<file path="src/rtl/vertex_project.sv">
// vertex_project: multiplies (x, y, z, 1) by a latched 4x4 Q8.8 matrix, then divides x/y/z by w.
// A single multiplier is reused across the 12 MAC steps; one restoring divider serves all three divides.
module vertex_project #(
    parameter int unsigned DIV_BITS = 24
) (
    input  logic              Clk,
    input  logic              Reset,
    input  logic [15:0][15:0] matrix,
    input  logic [15:0]       in_x,
    input  logic [15:0]       in_y,
    input  logic [15:0]       in_z,
    input  logic              in_valid,
    output logic              in_ready,
    output logic [15:0]       out_x,
    output logic [15:0]       out_y,
    output logic [15:0]       out_z,
    output logic [15:0]       out_w,
    output logic              clipped,
    output logic              sat,
    output logic              out_valid,
    input  logic              out_ready
);
    localparam logic [2:0] IDLE  = 3'd0;
    localparam logic [2:0] MAC   = 3'd1;
    localparam logic [2:0] CHECK = 3'd2;
    localparam logic [2:0] DIV   = 3'd3;
    localparam logic [2:0] DONE  = 3'd4;
    localparam logic [5:0] LAST_BIT = 6'(DIV_BITS - 1);

    logic [2:0]          state;
    logic [15:0][15:0]   m_reg;
    logic [2:0][15:0]    vtx;
    logic [2:0][15:0]    clip_n;
    logic [1:0]          row, col, comp;
    logic signed [31:0]  acc;
    logic [5:0]          bit_cnt;
    logic [15:0]         rem;
    logic [DIV_BITS-1:0] dq;

    logic [15:0]         m_el, m_off, v_el, clip_val;
    logic signed [31:0]  prod, acc_next;
    logic                clip_sat;

    always_comb begin
        m_el  = m_reg[{row, col}];
        m_off = m_reg[{row, 2'b11}];
        case (col)
            2'd0:    v_el = vtx[0];
            2'd1:    v_el = vtx[1];
            default: v_el = vtx[2];
        endcase
        prod     = $signed({{16{m_el[15]}}, m_el}) * $signed({{16{v_el[15]}}, v_el});
        acc_next = ((col == 2'd0) ? $signed({{8{m_off[15]}}, m_off, 8'h00}) : acc) + prod;
        clip_sat = 1'b1;
        if (acc_next > 32'sh007F_FFFF)
            clip_val = 16'h7FFF;
        else if (acc_next < 32'shFF80_0000)
            clip_val = 16'h8000;
        else begin
            clip_val = acc_next[23:8];
            clip_sat = 1'b0;
        end
    end

    // Restoring divider step: dividend bits shift out of dq's MSB while quotient bits shift in at its LSB.
    logic [16:0]         rem_sh, divisor;
    logic                ge, q_big;
    logic [15:0]         rem_next, num, q_res;
    logic [DIV_BITS-1:0] dq_next;

    always_comb begin
        divisor  = {1'b0, out_w};
        rem_sh   = {rem, dq[DIV_BITS-1]};
        ge       = (rem_sh >= divisor);
        rem_next = ge ? 16'(rem_sh - divisor) : rem_sh[15:0];
        dq_next  = {dq[DIV_BITS-2:0], ge};
        case (comp)
            2'd0:    num = clip_n[0];
            2'd1:    num = clip_n[1];
            default: num = clip_n[2];
        endcase
        q_big = (32'(dq_next) > 32'h0000_7FFF);
        if (q_big)
            q_res = num[15] ? 16'h8000 : 16'h7FFF;
        else if (num[15])
            q_res = 16'h0000 - dq_next[15:0];
        else
            q_res = dq_next[15:0];
    end

    function automatic logic [DIV_BITS-1:0] dividend_of(input logic [15:0] c);
        logic [15:0] mag;
        mag = c[15] ? 16'h0000 - c : c;
        return DIV_BITS'({mag, 8'h00});
    endfunction

    assign in_ready  = (state == IDLE);
    assign out_valid = (state == DONE);

    always_ff @(posedge Clk or posedge Reset) begin
        if (Reset) begin
            state   <= IDLE;
            m_reg   <= '0;
            vtx     <= '0;
            clip_n  <= '0;
            row     <= '0;
            col     <= '0;
            comp    <= '0;
            acc     <= '0;
            bit_cnt <= '0;
            rem     <= '0;
            dq      <= '0;
            out_x   <= '0;
            out_y   <= '0;
            out_z   <= '0;
            out_w   <= '0;
            clipped <= 1'b0;
            sat     <= 1'b0;
        end else begin
            case (state)
                IDLE: if (in_valid) begin
                    m_reg   <= matrix;
                    vtx     <= {in_z, in_y, in_x};
                    row     <= '0;
                    col     <= '0;
                    clipped <= 1'b0;
                    sat     <= 1'b0;
                    state   <= MAC;
                end
                MAC: begin
                    acc <= acc_next;
                    if (col == 2'd2) begin
                        col <= '0;
                        sat <= sat | clip_sat;
                        case (row)
                            2'd0:    clip_n[0] <= clip_val;
                            2'd1:    clip_n[1] <= clip_val;
                            2'd2:    clip_n[2] <= clip_val;
                            default: out_w     <= clip_val;
                        endcase
                        if (row == 2'd3)
                            state <= CHECK;
                        else
                            row <= row + 2'd1;
                    end else begin
                        col <= col + 2'd1;
                    end
                end
                CHECK: begin
                    if (out_w[15] || out_w == '0) begin
                        out_x   <= '0;
                        out_y   <= '0;
                        out_z   <= '0;
                        clipped <= 1'b1;
                        state   <= DONE;
                    end else begin
                        dq      <= dividend_of(clip_n[0]);
                        rem     <= '0;
                        bit_cnt <= '0;
                        comp    <= '0;
                        state   <= DIV;
                    end
                end
                DIV: begin
                    if (bit_cnt == LAST_BIT) begin
                        bit_cnt <= '0;
                        rem     <= '0;
                        sat     <= sat | q_big;
                        case (comp)
                            2'd0:    out_x <= q_res;
                            2'd1:    out_y <= q_res;
                            default: out_z <= q_res;
                        endcase
                        if (comp == 2'd2) begin
                            state <= DONE;
                        end else begin
                            comp <= comp + 2'd1;
                            dq   <= dividend_of((comp == 2'd0) ? clip_n[1] : clip_n[2]);
                        end
                    end else begin
                        bit_cnt <= bit_cnt + 6'd1;
                        rem     <= rem_next;
                        dq      <= dq_next;
                    end
                end
                DONE: if (out_ready) begin
                    clipped <= 1'b0;
                    sat     <= 1'b0;
                    state   <= IDLE;
                end
                default: state <= IDLE;
            endcase
        end
    end
endmodule

</file>
<file path="config.mk">
export PLATFORM = sky130hd
export DESIGN_NAME = vertex_project
export DESIGN_NICKNAME = d
export VERILOG_FILES = /design/src/rtl/vertex_project.sv
export SDC_FILE = /design/constraint.sdc
export NUM_CORES = 2
export LEC_CHECK = 0
export BUFFER_PORTS_ARGS = -buffer_cell sky130_fd_sc_hd__buf_2
export CAP_MARGIN = 20
export CORE_ASPECT_RATIO = 1.5
export CORE_MARGIN = 2
export CORE_UTILIZATION = 30
export DETAILED_ROUTE_END_ITERATION = 10
export PLACE_DENSITY = 0.42
export REMOVE_ABC_BUFFERS = 1
export SLEW_MARGIN = 25
export SYNTH_ARGS = -nofsm -noshare
export SYNTH_HDL_FRONTEND = slang
export SYNTH_SLANG_ARGS = --single-unit
</file>
<file path="constraint.sdc">
create_clock -name Clk -period 23.7 [get_ports Clk]
set_input_delay 0 -clock Clk [delete_from_list [all_inputs] [get_ports Clk]]
set_output_delay 0 -clock Clk [all_outputs]
set_load 0.1 [all_outputs]
</file>
==> results.yml <==
status:
  status: "finished, final reports clean"
run:
  drv_cap: 0
routing:
  via_per_inst: 4.64
  routed_wl_um: 114000
  vias: 28600
  final_antenna_net_count: 0
  drc_errors: 0
  wl_per_cell_um: 18.6
  first_pass_iters: 5
  drt_iter0_drc: 1262
sta:
  rsz0062_at_grt: "no"
  min_period_ns: 10.39
  fmax_mhz: 96.3
  slew_violations: 0
  slew_headroom_pct: 29.2
  period_share_pct: 43.8
  setup_slack_ns: 13.31
  clock_skew_ns: 0.0486
  setup_viol: 0
  tns_ns: 0
  finalHoldViolCount: 0
  tightest_slew_ns: 1.05
floorplanning:
  pin_count: 376
  num_rows: 156
  dieHeight_um: 429
  die_area_um2: 124000
  start_util_pct: 30.2
  coreArea_um2: 120000
  die-width_um: 288
synthesis:
  postSynthCellCount: 3950
  synth_seq_cells: 505
  synth_cell_types: 86
  synth_edf_count: 0
  yosys_warnings: 0
  postSynthAreaPerCell_um2: 9.17
  synth-seq-area-share_pct: 34.9
  syn_area_um2: 36200
  synth_ff_type: "dfrtp_1"
  ys_async_sr_fraction_pct: 100
clocking:
  root_buffer: "clkbuf_16"
  clk_path_buf_depth: 3
  cts_tree: "built"
  clkTransAtPathRegs_ns: 0.07
  cts.sinks: 505
  ctsResizeCount: 0
  clock_latency_ns: 0.66
  cts_made_buffers: 57
  ctsHtreeMaxLevel: 2
global_route:
  grt.overflow.total: 0
  grt_pass1_wl_um: 180000
  grt_max_degree: 154
  grt_pass1_vias: 31000
  grtUsageTotal_pct: 18.7
  grt_antenna_before_repair: 3
final_layout:
  areaGrowthSynthToFinish_pct: 23.1
  layout.nets: 5266
  drive_gt1_share_pct: 15.9
  n_fill_cell: 12300
  multiInputGateArea_um2: 21300
  largest_reg_flops: 256
  ff_latch_area_um2: 12600
worst_setup_path:
  path_max_fanout: 36
  critPathCaptureType: "flip-flop"
  critPathMostFrequentCell: "fa_1"
  regToRegEndpoint: "clip_n[26]"
  critPathMaxStageDelay_ns: 0.72
  path_class: "flip-flop to flip-flop"
  worstSetupStartpointType: "flip-flop"
  reg2reg_slack_ns: 13.31
  worstPathRequired_ns: 24.17
  r2r_cells: 28
  arrival_ns: 10.86
  crit_slowest_cell: "o21ai_1"
  worst_r2r_startpoint: "col[0]"
worst_hold_path:
  worstHoldPathType: "primary input to async pin"
placement:
  dp_hpwl_um: 85200
  gp_congestion: 0.807
  dp_slack_ns: 13.25
  numPortBuffers: 375
## how the worst max path moves through the flow
stage	slack (ns)	start	end	cells past startpoint
final	13.31	col[0]	clip_n[26]	28
after global routing	12.54	col[0]	clip_n[29]	28
after CTS	13.20	col[0]	clip_n[4]	28
after detailed placement	13.25	col[0]	clip_n[4]	28
after global placement	13.20	col[0]	clip_n[43]	28
after floorplan	9.60	Reset	acc[0]	1
## cell families (layout without fill, tap and decap cells)
| family | after synthesis | after routing | synth area share, % |
|---|---|---|---|
| multiplexers | 162 | 162 | 7.62 |
| flip-flops | 505 | 505 | 34.9 |
| other | 0 | 2 | 0 |
| AO/OA/AOI/OAI | 435 | 435 | 8.54 |
| XOR/XNOR | 77 | 77 | 1.88 |
| adder cells (fa/ha/maj) | 418 | 418 | 20.5 |
| AND/OR/NAND/NOR | 1758 | 1758 | 20.0 |
| buffers and inverters | 595 | 1229 | 6.47 |
## cells in the final DEF, fill, tap and decap left out, types with 9 or more instances in the layout
| cell type | count |
|---|---|
| mux4_2 | 87 |
| mux2i_1 | 37 |
| inv_1 | 389 |
| nor2_1 | 177 |
| a211oi_1 | 10 |
| a21o_1 | 21 |
| dlygate4sd3_1 | 306 |
| nand2_1 | 1329 |
| and2_1 | 40 |
| nand2b_1 | 35 |
| and3_1 | 12 |
| buf_4 | 50 |
| o31ai_1 | 25 |
| o21ai_0 | 118 |
| or3_1 | 9 |
| clkbuf_16 | 57 |
| ha_1 | 124 |
| nor3_1 | 22 |
| buf_2 | 375 |
| nor4_1 | 12 |
| dfrtp_1 | 501 |
| clkbuf_1 | 17 |
| a31oi_1 | 13 |
| a22o_1 | 15 |
| nand4_1 | 10 |
| o211ai_1 | 32 |
| fa_1 | 294 |
| clkinv_2 | 11 |
| o211ai_2 | 40 |
| xor2_1 | 26 |
| a21oi_1 | 64 |
| xnor2_1 | 50 |
| o21ai_1 | 20 |
| o21a_1 | 14 |
| nor2b_1 | 45 |
| nand3_1 | 19 |
| mux2_2 | 38 |
## area by class of cell
type	count	area share [%]
diodes	2	0.0112
well taps	1580	4.43
clock inverters	21	0.491
repair buffers	734	12.1
inverters	392	3.32
clock buffers	82	3.59
flip-flops and latches	505	28.4
multi-input cells	2850	47.7
## metal layers
metal | track usage [%] | up-vias | part of all wire [%]
met1 | 22.0 | 14100 | 40
li1 | - | 13800 | -
met5 | 0 | - | 0
met2 | 35.3 | 506 | 54
met3 | 1.77 | 151 | 2.8
met4 | 5.81 | 0 | 3.2
## worst max-delay path, delay by kind of cell, from the launching register on
family / cells / cell delay [ns]
fa+ha+maj: 7 / 3.48
simple gates: 6 / 1.78
compound gates: 8 / 2.16
buf+inv: 6 / 1.47
mux: 1 / 0.58
flops: 1 / 0.63
## synthesized netlist by cell type, types with 35 or more instances
cell / instances / area, µm²
ha_1: 124 / 1550
mux2i_1: 37 / 370
and2_1: 41 / 257
a21oi_1: 64 / 320
nand2_1: 1330 / 4990
clkbuf_1: 157 / 589
xnor2_1: 50 / 438
o211ai_2: 40 / 500
o21ai_0: 132 / 661
nand2b_1: 35 / 219
mux4_2: 87 / 1960
mux2_2: 38 / 428
fa_1: 294 / 5890
inv_1: 390 / 1460
nor2_1: 178 / 668
dfrtp_1: 505 / 12600
nor2b_1: 45 / 282
## through the flow
step | hold slack [ns] | instance area [µm²] | utilization (%) | std cells
after floorplan | 0.105 | 35300 | - | 3747
final | 0.0440 | 44600 | 37.1 | 6166
after global routing | 0.0517 | 44600 | 37.1 | 6166
after detailed placement | 0.193 | 39700 | 33.0 | 5754
after global placement | 0.193 | 39600 | 33.0 | 5754
after CTS | 0.0117 | 44500 | 37.1 | 6163
## timing repair
| item | CTS | global route |
|---|---|---|
| hold buffers | 306 | 0 |
| setup buffers | 0 | 0 |
| hold endpoints to repair | 396 | 0 |
Power is not shown: default switching activity piles up to over one toggle a cycle in this logic, so the estimate is an artifact.
